[config.mk]
export PLATFORM = sky130hd
export DESIGN_NAME = dmem_arbiter_flat
export DESIGN_NICKNAME = d
export VERILOG_FILES = /design/src/rtl/dmem_pkg.sv /design/src/rtl/dmem_arbiter_if.sv /design/src/rtl/dmem_arbiter_rr_pick.sv /design/src/rtl/dmem_arbiter.sv /design/src/flat_wrapper.sv
export SDC_FILE = /design/constraint.sdc
export NUM_CORES = 1
export LEC_CHECK = 0
export CORE_AREA = 2 2 105 107
export CTS_BUF_LIST = sky130_fd_sc_hd__clkbuf_4
export DETAILED_ROUTE_END_ITERATION = 8
export DIE_AREA = 0 0 107 109
export DONT_BUFFER_PORTS = 1
export PLACE_DENSITY = 0.47
export SLEW_MARGIN = 20
export SYNTH_ARGS = -nofsm -noshare
export SYNTH_HDL_FRONTEND = slang
export SYNTH_HIERARCHICAL = 1
export SYNTH_SLANG_ARGS = --single-unit
[constraint.sdc]
create_clock -name CLK -period 5.4 [get_ports CLK]
set_clock_uncertainty 0.2 [all_clocks]
set_input_delay 1.08 -clock CLK [delete_from_list [all_inputs] [get_ports CLK]]
set_output_delay 1.08 -clock CLK [all_outputs]
set_load 0.005 [all_outputs]
[src/rtl/dmem_pkg.sv]
// Shared sizing, port indices and address check for the data-memory arbiter.
package dmem_pkg;

  localparam int AW      = 32;
  localparam int DW      = 32;
  localparam int DEPTH_W = 5;

  typedef enum logic {
    PORT_CORE = 1'b0,
    PORT_LOAD = 1'b1
  } port_e;

  // Word-aligned and inside the 2**DEPTH_W word window; anything else is an error access.
  function automatic logic addr_ok(input logic [AW-1:0] addr);
    return (addr[1:0] == 2'b00) && (addr[AW-1:DEPTH_W+2] == '0);
  endfunction

endpackage

[src/rtl/dmem_arbiter_if.sv]
// Bundles both requester handshakes and the memory-side bus of dmem_arbiter.
interface dmem_arbiter_if #(
  parameter int AW      = dmem_pkg::AW,
  parameter int DW      = dmem_pkg::DW,
  parameter int DEPTH_W = dmem_pkg::DEPTH_W
);

  logic               p0_req;
  logic               p0_we;
  logic [AW-1:0]      p0_addr;
  logic [DW-1:0]      p0_wdata;
  logic               p0_gnt;
  logic               p0_rvalid;
  logic [DW-1:0]      p0_rdata;
  logic               p0_err;

  logic               p1_req;
  logic               p1_we;
  logic [AW-1:0]      p1_addr;
  logic [DW-1:0]      p1_wdata;
  logic               p1_gnt;
  logic               p1_rvalid;
  logic [DW-1:0]      p1_rdata;
  logic               p1_err;

  logic               mem_we;
  logic [DEPTH_W-1:0] mem_addr;
  logic [DW-1:0]      mem_wd;
  logic [DW-1:0]      mem_rd;

  // Requesters plus the memory model sit on the master side.
  modport master (
    output p0_req, p0_we, p0_addr, p0_wdata,
    input  p0_gnt, p0_rvalid, p0_rdata, p0_err,
    output p1_req, p1_we, p1_addr, p1_wdata,
    input  p1_gnt, p1_rvalid, p1_rdata, p1_err,
    input  mem_we, mem_addr, mem_wd,
    output mem_rd
  );

  modport slave (
    input  p0_req, p0_we, p0_addr, p0_wdata,
    output p0_gnt, p0_rvalid, p0_rdata, p0_err,
    input  p1_req, p1_we, p1_addr, p1_wdata,
    output p1_gnt, p1_rvalid, p1_rdata, p1_err,
    output mem_we, mem_addr, mem_wd,
    input  mem_rd
  );

endinterface

[src/rtl/dmem_arbiter_rr_pick.sv]
// Two-way grant picker. DMEM_ARB_RR_EN selects round-robin on conflict;
// otherwise port 0 has fixed priority.
module dmem_rr_pick (
  input  logic [1:0] req,
  input  logic       last_gnt,
  output logic [1:0] gnt
);

`ifdef DMEM_ARB_RR_EN
  // On conflict the port that did not win last time goes next.
  always_comb begin
    gnt = req;
    if (req == 2'b11) begin
      gnt = last_gnt ? 2'b01 : 2'b10;
    end
  end
`else
  logic unused_last_gnt;
  assign unused_last_gnt = last_gnt;

  always_comb begin
    gnt = 2'b00;
    if (req[0]) begin
      gnt = 2'b01;
    end else if (req[1]) begin
      gnt = 2'b10;
    end
  end
`endif

endmodule

[src/rtl/dmem_arbiter.sv]
// Two-port arbiter/access controller in front of the 32-word data memory.
// Conflict policy comes from dmem_rr_pick (DMEM_ARB_RR_EN = round-robin).
module dmem_arbiter #(
  parameter int AW      = dmem_pkg::AW,
  parameter int DW      = dmem_pkg::DW,
  parameter int DEPTH_W = dmem_pkg::DEPTH_W
) (
  input logic           CLK,
  input logic           RST,
  dmem_arbiter_if.slave bus
);

  import dmem_pkg::*;

  logic [1:0]    req;
  logic [1:0]    pick;
  logic [1:0]    gnt;
  logic          granted;
  port_e         sel_port;
  logic          sel_we;
  logic [AW-1:0] sel_addr;
  logic [DW-1:0] sel_wdata;
  logic          sel_ok;

  port_e         last_gnt;
  logic          resp_valid;
  port_e         resp_port;
  logic          resp_err;
  logic [DW-1:0] resp_data;
  logic          resp_show;

  assign req = {bus.p1_req, bus.p0_req};

  dmem_rr_pick u_pick (
    .req      (req),
    .last_gnt (last_gnt),
    .gnt      (pick)
  );

  // Grant and memory drive are combinational so the access commits at the grant edge.
  always_comb begin
    gnt       = RST ? 2'b00 : pick;
    granted   = |gnt;
    sel_port  = gnt[1] ? PORT_LOAD : PORT_CORE;
    sel_we    = gnt[1] ? bus.p1_we    : bus.p0_we;
    sel_addr  = gnt[1] ? bus.p1_addr  : bus.p0_addr;
    sel_wdata = gnt[1] ? bus.p1_wdata : bus.p0_wdata;
    sel_ok    = addr_ok(sel_addr);

    bus.p0_gnt   = gnt[0];
    bus.p1_gnt   = gnt[1];
    bus.mem_we   = granted & sel_we & sel_ok;
    bus.mem_addr = granted ? sel_addr[DEPTH_W+1:2] : '0;
    bus.mem_wd   = granted ? sel_wdata : '0;
  end

  always_ff @(posedge CLK) begin
    if (RST) begin
      last_gnt   <= PORT_CORE;
      resp_valid <= 1'b0;
      resp_port  <= PORT_CORE;
      resp_err   <= 1'b0;
      resp_data  <= '0;
    end else begin
      resp_valid <= granted;
      resp_port  <= sel_port;
      resp_err   <= granted & ~sel_ok;
      resp_data  <= (granted & ~sel_we & sel_ok) ? bus.mem_rd : '0;
      if (granted) begin
        last_gnt <= sel_port;
      end
    end
  end

  // A response still in the register while RST is high is dropped, never shown.
  always_comb begin
    resp_show     = resp_valid & ~RST;
    bus.p0_rvalid = resp_show & (resp_port == PORT_CORE);
    bus.p1_rvalid = resp_show & (resp_port == PORT_LOAD);
    bus.p0_rdata  = (resp_show & (resp_port == PORT_CORE)) ? resp_data : '0;
    bus.p1_rdata  = (resp_show & (resp_port == PORT_LOAD)) ? resp_data : '0;
    bus.p0_err    = resp_show & (resp_port == PORT_CORE) & resp_err;
    bus.p1_err    = resp_show & (resp_port == PORT_LOAD) & resp_err;
  end

endmodule

[src/flat_wrapper.sv]
// flat-port wrapper written by rule: the top's interface ports become plain ports
module dmem_arbiter_flat import dmem_pkg::*;
#(
  parameter int AW      = dmem_pkg::AW,
  parameter int DW      = dmem_pkg::DW,
  parameter int DEPTH_W = dmem_pkg::DEPTH_W
)
  (CLK, RST, bus_p0_req, bus_p0_we, bus_p0_addr, bus_p0_wdata, bus_p0_gnt, bus_p0_rvalid, bus_p0_rdata, bus_p0_err, bus_p1_req, bus_p1_we, bus_p1_addr, bus_p1_wdata, bus_p1_gnt, bus_p1_rvalid, bus_p1_rdata, bus_p1_err, bus_mem_we, bus_mem_addr, bus_mem_wd, bus_mem_rd);
  dmem_arbiter_if #(.AW(AW), .DW(DW), .DEPTH_W(DEPTH_W)) bus_i ();
  input logic CLK;
  input logic RST;
  input wire logic [$bits(bus_i.p0_req)-1:0] bus_p0_req;
  input wire logic [$bits(bus_i.p0_we)-1:0] bus_p0_we;
  input wire logic [$bits(bus_i.p0_addr)-1:0] bus_p0_addr;
  input wire logic [$bits(bus_i.p0_wdata)-1:0] bus_p0_wdata;
  output wire logic [$bits(bus_i.p0_gnt)-1:0] bus_p0_gnt;
  output wire logic [$bits(bus_i.p0_rvalid)-1:0] bus_p0_rvalid;
  output wire logic [$bits(bus_i.p0_rdata)-1:0] bus_p0_rdata;
  output wire logic [$bits(bus_i.p0_err)-1:0] bus_p0_err;
  input wire logic [$bits(bus_i.p1_req)-1:0] bus_p1_req;
  input wire logic [$bits(bus_i.p1_we)-1:0] bus_p1_we;
  input wire logic [$bits(bus_i.p1_addr)-1:0] bus_p1_addr;
  input wire logic [$bits(bus_i.p1_wdata)-1:0] bus_p1_wdata;
  output wire logic [$bits(bus_i.p1_gnt)-1:0] bus_p1_gnt;
  output wire logic [$bits(bus_i.p1_rvalid)-1:0] bus_p1_rvalid;
  output wire logic [$bits(bus_i.p1_rdata)-1:0] bus_p1_rdata;
  output wire logic [$bits(bus_i.p1_err)-1:0] bus_p1_err;
  output wire logic [$bits(bus_i.mem_we)-1:0] bus_mem_we;
  output wire logic [$bits(bus_i.mem_addr)-1:0] bus_mem_addr;
  output wire logic [$bits(bus_i.mem_wd)-1:0] bus_mem_wd;
  input wire logic [$bits(bus_i.mem_rd)-1:0] bus_mem_rd;
  assign bus_i.p0_req = bus_p0_req;
  assign bus_i.p0_we = bus_p0_we;
  assign bus_i.p0_addr = bus_p0_addr;
  assign bus_i.p0_wdata = bus_p0_wdata;
  assign bus_p0_gnt = bus_i.p0_gnt;
  assign bus_p0_rvalid = bus_i.p0_rvalid;
  assign bus_p0_rdata = bus_i.p0_rdata;
  assign bus_p0_err = bus_i.p0_err;
  assign bus_i.p1_req = bus_p1_req;
  assign bus_i.p1_we = bus_p1_we;
  assign bus_i.p1_addr = bus_p1_addr;
  assign bus_i.p1_wdata = bus_p1_wdata;
  assign bus_p1_gnt = bus_i.p1_gnt;
  assign bus_p1_rvalid = bus_i.p1_rvalid;
  assign bus_p1_rdata = bus_i.p1_rdata;
  assign bus_p1_err = bus_i.p1_err;
  assign bus_mem_we = bus_i.mem_we;
  assign bus_mem_addr = bus_i.mem_addr;
  assign bus_mem_wd = bus_i.mem_wd;
  assign bus_i.mem_rd = bus_mem_rd;
  dmem_arbiter #(.AW(AW), .DW(DW), .DEPTH_W(DEPTH_W)) u_core (.CLK(CLK), .RST(RST), .bus(bus_i));
endmodule
Word-level counts from Yosys, hierarchy flattened. Index checks and enable logic that the tools add are counted.

Word-level logic and storage cells: 35. Output and inout port bits: 108. Bits of input ports: 166. Flip-flop bits (word level): 35.

Bitwise operators: 15. Reductions and logical operators: 5. Muxes and demuxes: 11.

Operators with widths (count): 32-bit two-way mux (5); 25-bit logical NOT (1); 1-bit bitwise AND (10); 2-bit two-way mux (3); 5-bit two-way mux (1); 1-bit inverter (5); 2-bit OR reduction (2); 2-bit logical NOT (1); 1-bit two-way mux (2); 1-bit logical AND (1).

Logic depth before layout (Yosys ltp). Gate-level depths: netlist (run 1).

Depth after elaboration: 9. Gate-level depth with buffers: 9. Mapped depth without buffers: 6.

By module. Netlist (run 1), hierarchy kept.

By module, submodules not included: dmem_arbiter (area each 2289.7 sq um, cells each 266, instances 1, sequential area each 720.7 sq um); dmem_rr_pick (area each 21.3 sq um, cells each 2, instances 1, sequential area each 0.0 sq um).

Worst setup path before layout (run 1). OpenSTA, ideal clock, no wires.

Kind: input to output. From: in bus_p0_addr[18]. To: out bus_mem_we. Data arrival time: 2.144 ns. Path buffers: 1. Stages on the path: 5. Required time: 4.120 ns. Slack: 1.976 ns. Path through: nor4_2 > nand4_1 > o32a_4 > buf_6 > nor3_2.

Word-level cells in the longest chain between the ends: 4.

Ends and longest elaborated chain: start, declared (line flat_wrapper.sv:14) `input wire logic [$bits(bus_i.p0_addr)-1:0] bus_p0_addr;`; 32-bit two-way mux (line dmem_arbiter.sv:46) `sel_addr = gnt[1] ? bus.p1_addr : bus.p0_addr;`; 25-bit logical NOT (line dmem_pkg.sv:15) `return (addr[1:0] == 2'b00) && (addr[AW-1:DEPTH_W+2] == '0);`; 1-bit logical AND (line dmem_pkg.sv:15); 1-bit bitwise AND (line dmem_arbiter.sv:52) `bus.mem_we = granted & sel_we & sel_ok;`; end, declared (line flat_wrapper.sv:28) `output wire logic [$bits(bus_i.mem_we)-1:0] bus_mem_we;`.

No other way between the ends.

Final worst setup path (run 1).
From: in bus_p1_req. To: out bus_mem_we.

Word-level cells in the longest chain between the ends: 7.

Ends and longest elaborated chain: start, declared (line flat_wrapper.sv:20) `input wire logic [$bits(bus_i.p1_req)-1:0] bus_p1_req;`; 2-bit two-way mux (*) (line dmem_arbiter_rr_pick.sv:25) `end else if (req[1]) begin`; 2-bit two-way mux (*) (line dmem_arbiter_rr_pick.sv:23) `if (req[0]) begin`; 2-bit two-way mux (*) (line dmem_arbiter.sv:42) `gnt = RST ? 2'b00 : pick;`; via bus_p1_gnt (line flat_wrapper.sv:24) `output wire logic [$bits(bus_i.p1_gnt)-1:0] bus_p1_gnt;`; 32-bit two-way mux (line dmem_arbiter.sv:46); 25-bit logical NOT / 2-bit logical NOT (equally long branches) (line dmem_pkg.sv:15); 1-bit logical AND (line dmem_pkg.sv:15); 1-bit bitwise AND (*) (line dmem_arbiter.sv:52).

The timed path passes the listed nets; every way through them passes the cells marked *.

==> results of run 1 <==
[critical path, cell delays in order]
cell	delay (ns)
nor2b_4	0.13
nand2b_1	0.21
inv_2	0.55
nand2_1	0.22
o32a_4	0.48
nor3_2	0.26
[final cells by class]
cell class | instances | area share (%)
diodes | 1 | 0.104
inverters | 3 | 0.468
clock inverters | 1 | 0.208
repair buffers | 2 | 0.624
multi-input cells | 201 | 60.0
clock buffers | 7 | 2.18
flip-flops and latches | 35 | 29.1
well taps | 140 | 7.28
[through the flow]
stage,hold slack [ns],worst slack [ns],area [um2]
after floorplan,0.998,1.98,2280
after global placement,1.01,1.23,2350
after detailed placement,1.01,1.15,2350
after CTS,0.638,1.14,2400
after global routing,0.632,0.997,2410
final,0.661,1.18,2410
[sequential cells by signal (all words and copies together) (netlist names)]
| name | count |
|---|---|
| u_core/resp_port | 1 |
| u_core/resp_data | 32 |
| u_core/resp_err | 1 |
| u_core/resp_valid | 1 |
[how the worst max path moves through the flow]
stage | to | depth (start not counted)
final | bus_mem_we | 6
after detailed placement | bus_mem_we | 6
after CTS | bus_mem_we | 6
after global placement | bus_mem_we | 6
after floorplan | bus_mem_we | 5
after global routing | bus_mem_we | 6
[layer usage]
layer  wire [um]  share of wire [%]  GRT usage, %  up-vias
met5           7              0.080             0        -
met4         299                3.4          7.24        2
met3        1020                 12          5.38       12
met2        4360                 50          24.7      164
met1        3020                 35          14.2      899
li1            -                  -             -      886
[power breakdown]
part	switching, uW	internal, uW	total, uW
Combinational	38.4	22.3	60.7
Clock	85.6	60.9	146
Sequential	0.586	260	260
Total	125	343	467
[layout by cell type (no fill, tap or decap)]
master    count
a22o_1       37
and2_1       66
and3b_1       1
buf_4         2
clkbuf_4      7
clkinv_2      1
dfxtp_1      35
diode_2       1
inv_1         2
inv_2         1
mux2_2        1
mux2i_4       1
nand2_1      35
nand2b_1      2
nand3_1       3
nand4_1       1
nor2_2        1
nor2b_4       1
nor3_1        6
nor3_2       30
nor3b_2       1
nor4_1        8
nor4_2        4
o211ai_1      2
o32a_4        1
==> impl_metrics.py, run 1 <==
metrics = {
    "floorplanning": {
        "die_y_um": 109,
        "io-pin-count": 274,
        "initial_core_util_pct": 21.5,
        "die_x_um": 107,
        "rows": 38,
        "dieArea_mm2": 0.0117,
        "coreArea_mm2": 0.0106,
    },
    "layout": {
        "regArea_um2": 701,
        "final_cells": 390,
        "final_util_pct": 22.7,
        "layout.nets": 414,
        "num-fill-cells": 1168,
        "synthToLayoutAreaGrowth_pct": 5.66,
        "layout-drive-gt1-share_pct": 20.5,
        "multi_input_area_mm2": 0.00145,
    },
    "logic_synthesis": {
        "syn_avg_cell_area_um2": 8.63,
        "mappedNetlistNets": 430,
        "yosysWarnings": 6,
        "syn_inst": 264,
        "syn_area_mm2": 0.00228,
    },
    "cts": {
        "clkSlewWorstSetupHoldPaths_ns": 0.10,
        "cts_setup_buffers": 0,
        "postCtsHoldBufs": 0,
        "cts.path.max_buffers": 2,
        "clkSinkCount": 35,
        "cts-htree-levels": 2,
        "cts_resized": 0,
        "cts-root-buf": "clkbuf_4",
        "cts_buffers": 5,
        "cts_tree": "done",
    },
    "global_routing": {
        "antenna_found_initial": 2,
        "grt_pass1_wl_um": 11500,
        "grt_max_degree": 41,
        "first_global_vias": 1731,
        "grt.overflow.total": 0,
        "grtUsageTotal_pct": 13.9,
    },
    "sta": {
        "tightest_slew_ns": 0.967,
        "setup_viol": 0,
        "fin_tns_setup_ns": 0,
        "grt_setup_unrepaired": "no",
        "hold_viol_final": 0,
        "fin_crit_ns": 4.22,
        "fmax_mhz": 237,
        "slew_headroom_pct": 34.2,
        "maxSlewViolCount": 0,
        "final.period_utilization_pct": 78.2,
    },
    "job": {
        "cap_violations": 0,
    },
    "route": {
        "via_per_inst": 5.03,
        "routedWlPerCell_um": 22.3,
        "wirelength_um": 8700,
        "firstDrtPassIters": 4,
        "drc": 0,
        "vias": 1963,
        "drtIter0Drc": 87,
        "ant_nets": 0,
    },
    "pwr": {
        "pwr_density_cell_mw_per_mm2": 194,
        "power.leakage_uw": 0.000811,
        "finalPower_uw": 467,
        "peakVddDrop_mv": 0.0702,
    },
    "place": {
        "port-buffer-count": 0,
        "dp_hpwl_um": 7480,
        "globalplace.congestion": 0.914,
        "dp.cells": 381,
    },
    "setup_path": {
        "cp.arrival_ns": 2.94,
        "start_kind": "input pin",
        "critical_path_class": "input pin to output pin",
        "crit_fanout": 40,
        "crit_path_start": "bus_p1_req",
        "cp-end-kind": "output pin",
        "crit_required_ns": 4.12,
    },
    "worst_hold_path": {
        "hold_start": "bus_mem_rd[3]",
        "hold_class": "input pin to flop",
        "whs_path_depth": 2,
        "holdPathEnd": "u_core/resp_data[3]$_SDFF_PP0_",
    },
    "outcome": {
        "status": "completed",
    },
}
No activity file was read; power rests on OpenSTA's default activity.
==> run 2, diff against run 1 <==
Settings changed: PLACE_DENSITY 0.47 to 0.48.
Clock period 5.4 ns to 3.4 ns, I/O delays scaled along.
==> run 2 against run 1 <==
Effect of this change: worst setup slack worse by 0.58 ns; largest power group unchanged; via count rose by 1.3%; highest routed layer is now met4; largest cell class unchanged; cell area grew 1.5%; sequential power increased by 59%.
==> impl_metrics.py, run 2 (synthesis gave the netlist of run 1 again) <==
metrics = {
    "floorplanning": {
        "coreArea_mm2": 0.0106,
        "die_y_um": 109,
        "initial_core_util_pct": 21.5,
        "rows": 38,
        "io-pin-count": 274,
        "dieArea_mm2": 0.0117,
        "die_x_um": 107,
    },
    "global_routing": {
        "grtUsageTotal_pct": 12.8,
        "grt_use_met3_pct": 4.18,
        "grt_max_degree": 39,
        "gr-usage-met1_pct": 12.3,
        "antenna_found_initial": 0,
        "grt.overflow.total": 0,
        "grtUsageMet2_pct": 24.6,
        "grt_pass1_wl_um": 10900,
        "busiest_layer": "met2",
        "first_global_vias": 1777,
    },
    "outcome": {
        "status": "completed",
    },
    "setup_path": {
        "cp-end-kind": "output pin",
        "start_kind": "input pin",
        "crit_end": "bus_mem_wd[5]",
        "critical_path_class": "input pin to output pin",
        "crit_required_ns": 2.52,
        "cp.arrival_ns": 1.92,
        "crit_fanout": 37,
        "crit_path_start": "bus_p1_req",
    },
    "cts": {
        "cts-htree-levels": 2,
        "cts_resized": 0,
        "cts-root-buf": "clkbuf_4",
        "cts_tree": "done",
        "clkSlewWorstSetupHoldPaths_ns": 0.11,
        "cts.path.max_buffers": 2,
        "cts_setup_buffers": 0,
        "cts_buffers": 5,
        "postCtsHoldBufs": 0,
        "clkSinkCount": 35,
    },
    "pwr": {
        "pwr_density_cell_mw_per_mm2": 305,
        "power.leakage_uw": 0.000835,
        "finalPower_uw": 744,
        "peakVddDrop_mv": 0.0930,
    },
    "route": {
        "ant_nets": 0,
        "drc": 0,
        "via_per_inst": 5.05,
        "wirelength_um": 8140,
        "vias": 1989,
        "firstDrtPassIters": 4,
        "drtIter0Drc": 50,
        "routedWlPerCell_um": 20.7,
    },
    "layout": {
        "num_antenna_cells": 0,
        "layout_common_cells": "and2_1, a22o_1, nand2_1, dfxtp_1, nor3_2",
        "layout-drive-gt1-share_pct": 22.0,
        "final_util_pct": 23.0,
        "synthToLayoutAreaGrowth_pct": 7.19,
        "layout_commonest_cell": "and2_1",
        "num-fill-cells": 1194,
        "regMostFlops": "u_core/resp_data",
        "largest_register_ffs": 32,
        "layout.nets": 419,
        "design_area_mm2": 0.00244,
    },
    "sta": {
        "worst_slack_ns": 0.597,
        "final.period_utilization_pct": 82.4,
        "hold_viol_final": 0,
        "slew_headroom_pct": 66.2,
        "tightest_slew_ns": 0.507,
        "setup_viol": 0,
        "fin_tns_setup_ns": 0,
        "fmax_mhz": 357,
        "fin_crit_ns": 2.80,
        "maxSlewViolCount": 0,
        "grt_setup_unrepaired": "no",
    },
    "place": {
        "dp_hpwl_um": 6780,
        "dp_slack_ns": 0.620,
        "dpl_cell_area_mm2": 0.00238,
        "globalplace.congestion": 0.845,
        "port-buffer-count": 0,
    },
    "job": {
        "cap_violations": 0,
    },
    "worst_hold_path": {
        "hold_class": "input pin to flop",
    },
}
[run 2: critical path, cell delays in order]
cell and delay, ns:
nor2b_4 0.11, nand2b_1 0.26, inv_2 0.09, nor2_2 0.14, buf_4 0.35, a22o_1 0.29
[run 2: per-layer routing]
metal	vias up	routed length [um]	part of all wire [%]
li1	897	-	-
met3	12	745	9.2
met1	930	2730	34
met2	150	4410	54
met5	-	0	0
met4	0	245	3.0
[run 2: where the power goes]
part / total, uW / internal (uW) / switching [uW]
logic: 94.1 / 37.0 / 57.0
registers: 413 / 412 / 0.855
clock network: 237 / 96.6 / 140
total: 744 / 546 / 198
[run 2: layout make-up]
cell class / count / area [um2] / share of cell area, %
clock buffer: 7 / 52.6 / 2.15
clock inverter: 1 / 5.00 / 0.205
inverter: 3 / 11.3 / 0.461
multi-input combinational: 201 / 1450 / 59.2
sequential: 35 / 701 / 28.7
tap: 140 / 175 / 7.17
timing repair buffer: 7 / 52.6 / 2.15
[run 2: how the worst min path moves through the flow]
stage                   start                         endpoint  slack, ns  cells past startpoint
3_3_place_gp    bus_mem_rd[4]   u_core/resp_data[4]$_SDFF_PP0_       0.61                      2
4_1_cts         bus_mem_rd[0]   u_core/resp_data[0]$_SDFF_PP0_       0.22                      2
3_5_place_dp   bus_mem_rd[10]  u_core/resp_data[10]$_SDFF_PP0_       0.62                      2
5_1_grt         bus_mem_rd[1]   u_core/resp_data[1]$_SDFF_PP0_       0.22                      2
6_report       bus_mem_rd[31]  u_core/resp_data[31]$_SDFF_PP0_       0.25                      2
2_1_floorplan  bus_mem_rd[31]  u_core/resp_data[31]$_SDFF_PP0_       0.60                      2
[run 2: per-stage QoR]
stage,instances,hold WS [ns]
2_1_floorplan,264,0.598
3_3_place_gp,386,0.614
3_5_place_dp,386,0.617
4_1_cts,394,0.223
5_1_grt,394,0.223
6_report,394,0.255
==> run 3, diff against run 2 <==
Clock period 3.4 ns to 2.55 ns, I/O delays scaled along.
==> run 3 against run 2 <==
Effect of this change: power rose by 34%; cell area is 0.82% higher; clock power increased by 31%; critical path depth is 2 lower; sequential power rose by 33%; via count is 2.4% lower; combinational power is 39% higher; sequential share of layout area fell by 0.23 points; worst hold slack lost 0.17 ns; largest cell class unchanged; highest routed layer unchanged.
==> impl_metrics.py, run 3 (synthesis gave the netlist of run 1 again) <==
metrics = {
    "route": {
        "drc": 0,
        "vias": 1942,
        "drtIter0Drc": 79,
        "via_per_inst": 4.92,
        "firstDrtPassIters": 4,
        "ant_nets": 0,
        "wirelength_um": 7800,
        "routedWlPerCell_um": 19.7,
    },
    "sta": {
        "final.period_utilization_pct": 88.0,
        "grt_setup_unrepaired": "no",
        "slew_headroom_pct": 65.5,
        "maxSlewViolCount": 0,
        "fin_crit_ns": 2.24,
        "worst_slack_ns": 0.307,
        "tightest_slew_ns": 0.518,
        "setup_viol": 0,
        "fin_tns_setup_ns": 0,
        "hold_viol_final": 0,
        "holdWs_ns": 0.0883,
        "fmax_mhz": 446,
    },
    "floorplanning": {
        "io-pin-count": 274,
        "rows": 38,
        "initial_core_util_pct": 21.5,
        "dieArea_mm2": 0.0117,
        "die_x_um": 107,
        "coreArea_mm2": 0.0106,
        "die_y_um": 109,
    },
    "cts": {
        "cts_tree": "done",
        "clkSinkCount": 35,
        "cts_setup_buffers": 0,
        "clkSlewWorstSetupHoldPaths_ns": 0.11,
        "cts-root-buf": "clkbuf_4",
        "cts-htree-levels": 2,
        "cts_buffers": 5,
        "postCtsHoldBufs": 0,
        "cts_resized": 0,
        "cts.path.max_buffers": 2,
    },
    "setup_path": {
        "cp.arrival_ns": 1.53,
        "slowest_delay_ns": 0.35,
        "critical_path_class": "input pin to output pin",
        "crit_fanout": 2,
        "crit_slowest_cell": "mux2_2",
        "path_cells": "nor4_1, nand3_1, mux2_2, nor3_2",
        "start_kind": "input pin",
        "crit_required_ns": 1.84,
        "crit_path_start": "bus_p0_addr[0]",
        "cp-end-kind": "output pin",
    },
    "place": {
        "dp_slack_ns": 0.251,
        "port-buffer-count": 0,
        "dp_hpwl_um": 6610,
        "globalplace.congestion": 0.795,
    },
    "pwr": {
        "power_frac_seq_pct": 55.5,
        "switchingPower_uw": 262,
        "peakVddDrop_mv": 0.144,
        "p_comb_share_pct": 13.2,
        "clockPowerShare_pct": 31.3,
        "p_int_uw": 731,
        "finalPower_uw": 993,
        "pwr_density_cell_mw_per_mm2": 403,
        "power.leakage_uw": 0.000843,
        "switching_share_pct": 26.4,
    },
    "layout": {
        "layout.nets": 420,
        "synthToLayoutAreaGrowth_pct": 8.07,
        "regMostFlops": "u_core/resp_data",
        "largest_register_ffs": 32,
        "layout_commonest_cell": "and2_1",
        "layout_common_cells": "and2_1, a22o_1, nand2_1, dfxtp_1, nor3_2",
        "num_antenna_cells": 0,
        "layout-drive-gt1-share_pct": 22.4,
    },
    "worst_hold_path": {
        "whs_path_depth": 2,
        "hold_start": "bus_mem_rd[4]",
        "hold_class": "input pin to flop",
        "holdPathEnd": "u_core/resp_data[4]$_SDFF_PP0_",
    },
    "global_routing": {
        "first_global_vias": 1763,
        "grtUsageTotal_pct": 12.3,
        "grt.overflow.total": 0,
        "grt_max_degree": 39,
        "grt_pass1_wl_um": 10700,
        "antenna_found_initial": 0,
    },
    "outcome": {
        "status": "completed",
    },
    "job": {
        "cap_violations": 0,
    },
}
[run 3: per-layer routing]
metal	up-vias	share of wire (%)	GRT usage (%)
met5	-	0	0
met4	0	0.95	3.34
met3	5	9.8	3.83
met2	147	55	23.9
met1	897	34	12.8
li1	893	-	-
[run 3: worst max path at each step]
stage	end	cells past startpoint
after floorplan	bus_mem_we	5
after global placement	bus_mem_we	4
after detailed placement	bus_mem_we	4
after CTS	bus_mem_we	4
after global routing	bus_mem_we	4
final	bus_mem_we	4
[run 3: through the flow]
stage	instances	instance area, um2	utilization [%]
floorplan	264	2280	-
global placement	387	2400	22.7
detailed placement	387	2400	22.7
CTS	395	2460	23.2
global route	395	2460	23.2
finish	395	2460	23.2
[run 3: critical path, delay by kind of cell]
kind | cells | cell delay [ns]
multiplexers | 1 | 0.35
AND/OR/NAND/NOR | 3 | 0.68
[run 3: final cells by class]
cell class | instances | area, um2
fill | 1169 | 8140
multi-input combinational | 201 | 1450
sequential | 35 | 701
tap | 140 | 175
timing repair buffer | 8 | 72.6
clock buffer | 7 | 52.6
inverter | 3 | 11.3
clock inverter | 1 | 5.00
[run 3: power groups by stage]
stage	combinational [uW]	clock (uW)	sequential, uW
floorplan	107	0	563
finish	131	310	551
global placement	134	0	564
global route	147	344	552
detailed placement	135	0	564
CTS	136	323	551
